### src/rtl/unidad_fetch.sv
// unidad_fetch: instruction fetch unit with IDLE/FETCH/HOLD handshake and jump/branch/sequential redirect.
module unidad_fetch #(
   parameter logic [31:0] RESET_PC = 32'h0000_0000
) (
   input  logic        clk,
   input  logic        rst_n,
   output logic        imem_req,
   output logic [31:0] imem_addr,
   input  logic        imem_ack,
   input  logic [31:0] imem_data,
   input  logic        stall,
   input  logic        branch_taken,
   input  logic [31:0] branch_offset,
   input  logic        jump,
   input  logic [25:0] jump_target,
   output logic [31:0] instr,
   output logic        instr_valid,
   output logic [31:0] pc,
   output logic [31:0] pc_plus4
);
   localparam logic [31:0] START_PC = {RESET_PC[31:2], 2'b00};
   typedef enum logic [1:0] {IDLE, FETCH, HOLD} state_t;
   state_t state, state_nx;
   logic [31:0] fetch_pc, next_pc;
   always_ff @(posedge clk or negedge rst_n)
      if (!rst_n) state <= IDLE;
      else state <= state_nx;
   always_comb begin
      state_nx = state == IDLE ? FETCH :
                 state == FETCH ? (imem_ack ? HOLD : FETCH) :
                 state == HOLD ? (stall ? HOLD : FETCH) : IDLE;
      imem_req = state == FETCH;
   end
   assign imem_addr = {fetch_pc[31:2], 2'b00};
   assign pc_plus4 = pc + 32'd4;
   // Redirect priority: jump beats branch beats fall-through; all sums wrap mod 2^32.
   assign next_pc = jump ? {pc_plus4[31:28], jump_target, 2'b00} :
                    branch_taken ? pc_plus4 + {branch_offset[29:0], 2'b00} : pc_plus4;
   always_ff @(posedge clk or negedge rst_n) begin
      if (!rst_n) begin
         fetch_pc <= START_PC;
         instr <= '0;
         pc <= '0;
         instr_valid <= 1'b0;
      end else if (state == FETCH && imem_ack) begin
         instr <= imem_data;
         pc <= fetch_pc;
         instr_valid <= 1'b1;
      end else if (state == HOLD && !stall) begin
         fetch_pc <= next_pc;
         instr_valid <= 1'b0;
      end
   end
endmodule

### config.mk
export PLATFORM = sky130hd
export DESIGN_NAME = unidad_fetch
export DESIGN_NICKNAME = d
export VERILOG_FILES = /design/src/rtl/unidad_fetch.sv
export SDC_FILE = /design/constraint.sdc
export NUM_CORES = 1
export LEC_CHECK = 0
export ABC_AREA = 1
export CAP_MARGIN = 10
export CORE_ASPECT_RATIO = 0.7
export CORE_MARGIN = 4
export CORE_UTILIZATION = 49
export CTS_CLUSTER_DIAMETER = 40
export CTS_CLUSTER_SIZE = 24
export DETAILED_ROUTE_END_ITERATION = 16
export GPL_TIMING_DRIVEN = 0
export PLACE_DENSITY = 0.83
export SKIP_CTS_REPAIR_TIMING = 1
export SYNTH_ARGS = -nofsm -noshare
export SYNTH_HDL_FRONTEND = slang
export SYNTH_SLANG_ARGS = --single-unit
### constraint.sdc
create_clock -name clk -period 3.6 [get_ports clk]
set_clock_uncertainty 0.05 [all_clocks]
set_input_delay 0.36 -clock clk [delete_from_list [all_inputs] [get_ports clk]]
set_output_delay 0.36 -clock clk [all_outputs]
set_load 0.03 [all_outputs]
== After elaboration in Yosys (flattened, before gate mapping) ==
Index checks and enable logic that the tools add are counted.

* Output and inout port bits: 130
* Bits in registers: 99

* Equality and inequality tests: 2
* Reductions and logical operators: 6
* Add/sub/neg operators: 2
* Bitwise gates (word level): 1
* Mux-type cells: 9

{| class="wikitable"
|+ Operator list
! operator !! count
|-
| $mux 32 || 2
|-
| $add 32x3->32 const B || 1
|-
| $add 32x32->32 || 1
|-
| $mux 2 || 5
|-
| $eq 2x1->1 const B || 1
|-
| $eq 2x2->1 const B || 1
|-
| $logic_and 1x1->1 || 2
|-
| $logic_not 2->1 || 1
|-
| $mux 1 || 2
|-
| $reduce_and 2->1 || 1
|-
| $reduce_bool 2->1 || 1
|-
| $logic_not 1->1 || 1
|-
| $not 1->1 || 1
|}

== Depth between registers and ports, before layout ==
Gate-level depths: netlist (run 1).

* Depth after elaboration: 4
* Mapped depth: 21

== Least setup slack after synthesis (run 1) ==
OpenSTA, ideal clock, no wires.

* Path type: reg2reg
* From: register pc[2]
* To: register fetch_pc[28]
* Cell stages (with the launch flop): 18
* Data arrival time: 3.197 ns
* Data required time: 3.433 ns
* Library setup time: 0.117 ns
* Path slack: 0.237 ns
* Cell sequence: dfrtp_1 -> ha_1 -> inv_1 -> nor2_4 -> inv_2 -> nor2_2 -> xor2_1 -> ha_1 -> nand2_1 -> inv_1 -> a21oi_1 -> nor2_1 -> o21bai_1 -> nand3_1 -> nand2_1 -> nand3_1 -> nand2_1 -> nand2_1

* Word-level cells in the longest chain between the ends: 4

{| class="wikitable"
|+ RTL lines
! element !! RTL line !! RTL
|-
| start: declaration || 18 || <nowiki>output logic [31:0] pc,</nowiki>
|-
| start signal: assignment || 47 || <nowiki>pc <= fetch_pc;</nowiki>
|-
| $add 32x3->32 || 35 || <nowiki>assign pc_plus4 = pc + 32'd4;</nowiki>
|-
| net pc_plus4[14] || 19 || <nowiki>output logic [31:0] pc_plus4</nowiki>
|-
| $add 32x32->32 || 38 || <nowiki>branch_taken ? pc_plus4 + {branch_offset[29:0], 2'b00} : pc_plus4;</nowiki>
|-
| $mux 32 || 38 ||
|-
| $mux 32 || 37 || <nowiki>assign next_pc = jump ? {pc_plus4[31:28], jump_target, 2'b00} :</nowiki>
|-
| end signal: assignment || 50 || <nowiki>fetch_pc <= next_pc;</nowiki>
|-
| end: declaration || 24 || <nowiki>logic [31:0] fetch_pc, next_pc;</nowiki>
|}

The timed path passes the listed nets, and every way through them passes these cells.
A chain may end at the register's enable or synchronous reset.

== Worst setup path in the final report (run 1) ==
* From: register pc[4]
* To: register fetch_pc[22]

* Word-level cells in the longest chain between the ends: 4

{| class="wikitable"
|+ RTL lines
! element !! RTL line
|-
| $add 32x3->32 (*) || 35
|-
| $add 32x32->32 || 38
|-
| $mux 32 (*) || 38
|-
| $mux 32 (*) || 37
|}

Every way passes the cells marked *; elsewhere a longest branch is shown, timed or not.

==> run_summary.xml, run 1 <==
<?xml version="1.0" encoding="UTF-8"?>
<metrics>
  <group name="sta">
    <metric name="relSlewSlack" unit="%">50.2</metric>
    <metric name="finalSetupViolCount" unit="">0</metric>
    <metric name="slew_viol_final" unit="">0</metric>
    <metric name="final_critical_path_required_period" unit="ns">3.47</metric>
    <metric name="report.final.hold_viol_count" unit="">0</metric>
    <metric name="setup-tns-final" unit="ns">0</metric>
    <metric name="tightest_pin_transition" unit="ns">0.748</metric>
    <metric name="fin_hold_ws" unit="ns">0.0182</metric>
    <metric name="period_share" unit="%">96.4</metric>
    <metric name="fmax" unit="GHz">0.288</metric>
  </group>
  <group name="drt">
    <metric name="route.detailed.vias_per_inst" unit="">5.40</metric>
    <metric name="drt_first_pass_iters" unit="">6</metric>
    <metric name="highest_layer" unit="">met4</metric>
    <metric name="met3_length" unit="µm">3230</metric>
    <metric name="route.detailed.wl_per_inst" unit="µm">18.7</metric>
    <metric name="route.final.wire_length" unit="µm">28100</metric>
    <metric name="drt-met1-wl" unit="µm">12700</metric>
    <metric name="detail_route.drc_violations" unit="">0</metric>
    <metric name="routed-wl-met2" unit="µm">11700</metric>
    <metric name="final_antenna_net_count" unit="">0</metric>
    <metric name="num_vias" unit="">8088</metric>
    <metric name="drt-initial-drc-count" unit="">750</metric>
  </group>
  <group name="clock_tree">
    <metric name="cts_root_buf" unit="">clkbuf_16</metric>
    <metric name="cts.reportedPaths.clkPinSlew" unit="ns">0.07</metric>
    <metric name="cts-buffers-inserted" unit="">9</metric>
    <metric name="clock-sinks" unit="">99</metric>
    <metric name="max-clock-path-buffers" unit="">2</metric>
    <metric name="insertion_delay" unit="ns">0.35</metric>
    <metric name="tritoncts" unit="">built</metric>
    <metric name="cts_htree_levels" unit="">3</metric>
  </group>
  <group name="synthesis">
    <metric name="synthAdderAreaFrac" unit="%">6.23</metric>
    <metric name="synth_area" unit="mm²">0.00755</metric>
    <metric name="synth-seq-area-share" unit="%">32.8</metric>
    <metric name="synth.area.mux_share" unit="%">6.26</metric>
    <metric name="postSynthAreaPerCell" unit="µm²">7.11</metric>
    <metric name="synth.lib_cells_used.distinct" unit="">45</metric>
    <metric name="synth.ff_latch_count" unit="">99</metric>
    <metric name="synthXorXnorAreaFrac" unit="%">2.32</metric>
    <metric name="main_combinational_cell_family_by_area_after_synthesis" unit="">simple AND/OR/NAND/NOR gates</metric>
    <metric name="post_synthesis_compound_gate_area_fraction" unit="%">10.2</metric>
    <metric name="post_synth_inst_count" unit="">1062</metric>
    <metric name="post_synth_main_area_contributors" unit="">dfrtp_1 33%, nand2_1 15%, inv_1 6.8%</metric>
    <metric name="netlist.top_cell.by_area" unit="">dfrtp_1</metric>
    <metric name="ys_warn_count" unit="">0</metric>
    <metric name="synth_simple_gate_area_share" unit="%">30.3</metric>
    <metric name="netlist.area_leader.share" unit="%">32.8</metric>
  </group>
  <group name="worst_setup_path">
    <metric name="worst-path-max-fanout" unit="">6</metric>
    <metric name="critPathArrivalTime" unit="ns">3.66</metric>
    <metric name="required_time_of_the_critical_path" unit="ns">3.79</metric>
    <metric name="worstPathBufferInverterCount" unit="">2</metric>
    <metric name="cp_cell_sequence" unit="">nand2_1 -&gt; nor2_1 -&gt; nand2_1 -&gt; nor2_1 -&gt; nand2_1 -&gt; xor2_2 -&gt; inv_1 -&gt; ha_1 -&gt; nand2_1 -&gt; inv_1 -&gt; nand3_1 -&gt; nor2_1 -&gt; nand3b_1 -&gt; nand3_1 -&gt; nand2_1 -&gt; nand3_1 -&gt; nand3_1 -&gt; nand2_1 -&gt; nand2_1</metric>
    <metric name="timing.critical_path.mode_cell" unit="">nand2_1</metric>
    <metric name="critPathSlowestCell" unit="">dfrtp_2</metric>
    <metric name="worstSetupEndpointType" unit="">flip-flop</metric>
    <metric name="critical_path.max_stage_delay" unit="ns">0.44</metric>
    <metric name="criticalPathCategory" unit="">reg2reg</metric>
    <metric name="critical-path-top-delay-family" unit="">simple AND/OR/NAND/NOR gates</metric>
    <metric name="critical_path.startpoint_type" unit="">flip-flop</metric>
  </group>
  <group name="global_routing">
    <metric name="global_route.overflow_total" unit="">0</metric>
    <metric name="first_global_vias" unit="">7648</metric>
    <metric name="groute.usage.overall" unit="%">31.1</metric>
    <metric name="grt_first_pass_wirelength" unit="µm">42200</metric>
    <metric name="largest_net_degree_at_the_start_of_global_routing" unit="">55</metric>
    <metric name="initial_antenna_violation_count" unit="">0</metric>
  </group>
  <group name="placed_design">
    <metric name="port-buffer-count" unit="">220</metric>
    <metric name="detailed_place.area" unit="mm²">0.0100</metric>
    <metric name="placer_congestion" unit="">0.941</metric>
    <metric name="detailedPlacementHpwl" unit="µm">23200</metric>
  </group>
  <group name="power_and_ir_drop">
    <metric name="vdd.ir_drop.worst" unit="V">0.000817</metric>
    <metric name="cellPowerDensity" unit="mW/mm²">965</metric>
    <metric name="power_leakage" unit="µW">0.00506</metric>
  </group>
  <group name="layout">
    <metric name="fin_nets" unit="">1431</metric>
    <metric name="utilization" unit="%">69.9</metric>
    <metric name="layout.cell_area.non_filler" unit="mm²">0.0104</metric>
    <metric name="final_layout_size_suffix_gt1_share" unit="%">13.0</metric>
    <metric name="final_common_cell" unit="">nand2_1</metric>
    <metric name="antenna-diode-count" unit="">0</metric>
    <metric name="layout_common_cells" unit="">298 x nand2_1, 219 x clkdlybuf4s50_1, 137 x inv_1</metric>
    <metric name="layout-area-overhead-vs-synth" unit="%">38.0</metric>
  </group>
  <group name="floorplanning">
    <metric name="initial_core_util" unit="%">50.7</metric>
    <metric name="boundaryPins" unit="">226</metric>
    <metric name="core_area" unit="mm²">0.0149</metric>
    <metric name="fp.dieArea" unit="mm²">0.0175</metric>
    <metric name="fp.dieW" unit="µm">156</metric>
    <metric name="fp-row-count" unit="">37</metric>
    <metric name="die_y" unit="µm">112</metric>
  </group>
  <group name="run_status">
    <metric name="status" unit="">finished, final reports clean</metric>
  </group>
  <group name="flow_run">
    <metric name="max_cap_violations" unit="">0</metric>
  </group>
  <group name="worst_hold_path">
    <metric name="hp-class" unit="">in2async</metric>
  </group>
</metrics>
## layout make-up
class | count | area [µm²]
Buffer | 57 | 358
Clock buffer | 10 | 239
Clock inverter | 6 | 57.6
Fill cell | 1255 | 4490
Inverter | 144 | 541
Multi-Input combinational cell | 763 | 4240
Sequential cell | 99 | 2490
Tap cell | 195 | 244
Timing Repair Buffer | 224 | 2250
## Yosys cell counts (all sizes together)
cell,n
a32oi,1
o211ai,5
a21oi,52
nor3b,2
o22ai,6
or2,2
ha,36
clkbuf,15
o21ai,56
xor2,16
inv,142
o2111ai,1
and2,1
fa,1
nor2,114
clkinv,2
nor3,19
nor4,1
o21bai,8
buf,42
conb,1
xnor2,4
nand3,62
a22oi,2
nand4,10
o21a,1
nand2,311
nand3b,3
a21boi,1
a21o,4
dfrtp,99
mux2,42
## final timing paths
kind	to	cells after the start	slack, ns	startpoint
worst min register to register	instr_valid$_DFFE_PN0P_	2	0.43	instr_valid$_DFFE_PN0P_
worst min-delay path	pc[27]$_DFFE_PN0P_	1	0.02	rst_n
worst max register to register	fetch_pc[22]$_DFFE_PN0P_	19	0.13	pc[4]$_DFFE_PN0P_
max in group asynchronous	pc[14]$_DFFE_PN0P_	2	2.77	rst_n
min in group clk	fetch_pc[2]$_DFFE_PN0P_	3	0.42	jump
worst max-delay path	fetch_pc[22]$_DFFE_PN0P_	19	0.13	pc[4]$_DFFE_PN0P_
## flip-flops by register name, indices dropped and copies added (netlist names)
signal,flops
fetch_pc,32
state,2
pc,32
instr_valid,1
instr,32
## through the flow
| stage | cells | power, µW | setup slack [ns] |
|---|---|---|---|
| 2_1_floorplan | 1063 | 6360 | 0.237 |
| 3_3_place_gp | 1478 | 8820 | -1.58 |
| 3_5_place_dp | 1479 | 8940 | -0.469 |
| 4_1_cts | 1495 | 9930 | -0.515 |
| 5_1_grt | 1498 | 10700 | -0.0233 |
| 6_report | 1498 | 10100 | 0.129 |
## routing by layer
| layer | GRT usage (%) | up-vias |
|---|---|---|
| li1 | - | 3838 |
| met1 | 47.3 | 3760 |
| met2 | 44.8 | 456 |
| met3 | 7.46 | 34 |
| met4 | 6.53 | 0 |
| met5 | 0 | - |
## logic make-up after synthesis
group / Yosys count
simple gates: 525
buf+inv: 201
compound gates: 137
flops: 99
mux: 42
fa+ha+maj: 37
xor+xnor: 20
other cells: 1
## where the power goes
group	switching, µW	total [µW]	internal, µW	leakage [µW]
clock network	461	964	503	0.000147
logic	4150	6870	2710	0.00374
registers	563	2230	1660	0.00117
total	5180	10100	4880	0.00506
(Power assumes the default switching activity.)
==> inputs of run 2 (changes only) <==
GPL_TIMING_DRIVEN = 1   (was 0)
clock period = 3.5 ns   (was 3.6 ns; I/O delays follow)
==> run_summary.xml, run 2 (synthesis gave the netlist of run 1 again) <==
<?xml version="1.0" encoding="UTF-8"?>
<metrics>
  <group name="run_status">
    <metric name="status" unit="">complete, but fails checks</metric>
    <metric name="violations" unit="">hold timing</metric>
  </group>
  <group name="layout">
    <metric name="layoutNonFillerInstCount" unit="">1464</metric>
    <metric name="layout-area-overhead-vs-synth" unit="%">35.2</metric>
    <metric name="antenna-diode-count" unit="">0</metric>
    <metric name="layout_common_cells" unit="">296 x nand2_1, 220 x clkdlybuf4s50_1, 137 x inv_1</metric>
    <metric name="final_layout_size_suffix_gt1_share" unit="%">11.4</metric>
    <metric name="area_occupied_by_multi_input_gates" unit="mm²">0.00423</metric>
    <metric name="fin_nets" unit="">1397</metric>
    <metric name="final_common_cell" unit="">nand2_1</metric>
    <metric name="fillers" unit="">1249</metric>
    <metric name="top_regs" unit="">fetch_pc: 32 flops, instr: 32 flops, pc: 32 flops</metric>
    <metric name="sequential_cell_area" unit="mm²">0.00249</metric>
  </group>
  <group name="placed_design">
    <metric name="placed_cells_incl_taps" unit="">1448</metric>
    <metric name="dpl_worst_slack" unit="ns">0.162</metric>
    <metric name="placer_congestion" unit="">0.992</metric>
    <metric name="detailedPlacementHpwl" unit="µm">21000</metric>
    <metric name="port-buffer-count" unit="">221</metric>
  </group>
  <group name="global_routing">
    <metric name="grt_first_pass_wirelength" unit="µm">41300</metric>
    <metric name="groute.usage.overall" unit="%">30.1</metric>
    <metric name="first_global_vias" unit="">7547</metric>
    <metric name="initial_antenna_violation_count" unit="">0</metric>
    <metric name="largest_net_degree_at_the_start_of_global_routing" unit="">89</metric>
    <metric name="global_route.overflow_total" unit="">0</metric>
  </group>
  <group name="worst_setup_path">
    <metric name="required_time_of_the_critical_path" unit="ns">3.70</metric>
    <metric name="worst_r2r_path_depth" unit="">17</metric>
    <metric name="critPathArrivalTime" unit="ns">3.60</metric>
    <metric name="worst-path-max-fanout" unit="">6</metric>
    <metric name="criticalPathCategory" unit="">reg2reg</metric>
    <metric name="critical_path.startpoint_type" unit="">flip-flop</metric>
    <metric name="worstSetupEndpointType" unit="">flip-flop</metric>
  </group>
  <group name="floorplanning">
    <metric name="fp-row-count" unit="">37</metric>
    <metric name="boundaryPins" unit="">226</metric>
    <metric name="initial_core_util" unit="%">50.7</metric>
    <metric name="die_y" unit="µm">112</metric>
    <metric name="core_area" unit="mm²">0.0149</metric>
    <metric name="fp.dieW" unit="µm">156</metric>
    <metric name="fp.dieArea" unit="mm²">0.0175</metric>
  </group>
  <group name="flow_run">
    <metric name="max_cap_violations" unit="">0</metric>
  </group>
  <group name="sta">
    <metric name="relSlewSlack" unit="%">32.6</metric>
    <metric name="period_share" unit="%">97.0</metric>
    <metric name="fin_hold_ws" unit="ns">-0.0286</metric>
    <metric name="report.final.hold_viol_count" unit="">27</metric>
    <metric name="tightest_pin_transition" unit="ns">1.01</metric>
    <metric name="final_critical_path_required_period" unit="ns">3.39</metric>
    <metric name="slew_viol_final" unit="">0</metric>
    <metric name="fin_ws" unit="ns">0.107</metric>
    <metric name="finalSetupViolCount" unit="">0</metric>
    <metric name="fmax" unit="GHz">0.295</metric>
  </group>
  <group name="drt">
    <metric name="drt_first_pass_iters" unit="">6</metric>
    <metric name="route.detailed.vias_per_inst" unit="">5.40</metric>
    <metric name="final_antenna_net_count" unit="">0</metric>
    <metric name="detail_route.drc_violations" unit="">0</metric>
    <metric name="route.detailed.wl_per_inst" unit="µm">18.3</metric>
    <metric name="drt-initial-drc-count" unit="">806</metric>
    <metric name="num_vias" unit="">7909</metric>
    <metric name="route.final.wire_length" unit="µm">26900</metric>
  </group>
  <group name="clock_tree">
    <metric name="insertion_delay" unit="ns">0.36</metric>
    <metric name="cts_htree_levels" unit="">3</metric>
    <metric name="tritoncts" unit="">built</metric>
    <metric name="max-clock-path-buffers" unit="">2</metric>
    <metric name="cts_root_buf" unit="">clkbuf_16</metric>
    <metric name="cts.reportedPaths.clkPinSlew" unit="ns">0.07</metric>
    <metric name="cts-buffers-inserted" unit="">9</metric>
    <metric name="clock-sinks" unit="">99</metric>
  </group>
  <group name="power_and_ir_drop">
    <metric name="vdd.ir_drop.worst" unit="V">0.000657</metric>
    <metric name="power_leakage" unit="µW">0.00494</metric>
    <metric name="cellPowerDensity" unit="mW/mm²">998</metric>
    <metric name="report.power.total" unit="µW">10200</metric>
  </group>
  <group name="worst_hold_path">
    <metric name="hp-class" unit="">in2async</metric>
  </group>
</metrics>
-- run 2: cell types whose count changed in the layout (fill, tap and decap cells not counted), sizes merged --
cell,change
bufinv,+1
clkinvlp,+2
clkbuf,-16
buf,-20
clkdlybuf4s50,+1
clkinv,-2
-- run 2: cell type report --
type	instances	area share [%]
Inverter	144	5.29
Clock inverter	7	0.833
Sequential cell	99	24.3
Timing Repair Buffer	247	23.5
Clock buffer	9	2.21
Multi-Input combinational cell	763	41.4
Tap cell	195	2.39
-- run 2: worst paths after layout --
check	slack [ns]	to	from
max	0.11	fetch_pc[29]$_DFFE_PN0P_	pc[24]$_DFFE_PN0P_
min	-0.03	fetch_pc[31]$_DFFE_PN0P_	rst_n
max reg2reg	0.11	fetch_pc[29]$_DFFE_PN0P_	pc[24]$_DFFE_PN0P_
min reg2reg	0.46	instr[29]$_DFFE_PN0P_	instr[29]$_DFFE_PN0P_
max in group asynchronous	2.58	pc[5]$_DFFE_PN0P_	rst_n
min in group clk	0.46	instr[29]$_DFFE_PN0P_	instr[29]$_DFFE_PN0P_
-- run 2: where the power goes --
part	internal (µW)	switching [µW]	total, µW
Combinational	2640	4270	6910
Sequential	1710	534	2240
Clock	567	480	1050
Total	4910	5280	10200
-- run 2: per-stage QoR --
step	area [µm²]	util [%]	TNS, ns
2_1_floorplan	7560	-	0
3_3_place_gp	9860	66.1	0
3_5_place_dp	9860	66.1	0
4_1_cts	10200	68.2	0
5_1_grt	10200	68.5	-0.0635
6_report	10200	68.5	0
-- run 2: routing by layer --
| metal | vias up | routed length, µm | GRT usage (%) |
|---|---|---|---|
| li1 | 3785 | - | - |
| met1 | 3642 | 11200 | 42.8 |
| met2 | 443 | 11600 | 45.7 |
| met3 | 39 | 3530 | 8.90 |
| met4 | 0 | 483 | 6.07 |
| met5 | - | 0 | 0 |
-- run 2: worst max-delay path, stage by stage, from the launching register on --
cell and delay, ns:
dfrtp_2 0.45, nand2_1 0.16, nor2_2 0.22, nand2_1 0.11
nor2_1 0.16, nand4_1 0.28, xor2_2 0.26, inv_1 0.08
ha_1 0.38, nand2_1 0.12, nor2_1 0.16, nand2_1 0.15
nor3_1 0.17, nand2_1 0.17, nand3_1 0.12, nand3_1 0.09
nand2_1 0.09, nand2_1 0.05
==> inputs of run 3 (changes only) <==
SLEW_MARGIN = 20   (was default)
==> results of run 3 <==
The final DEF is identical to that of run 2; final timing and power are the same.
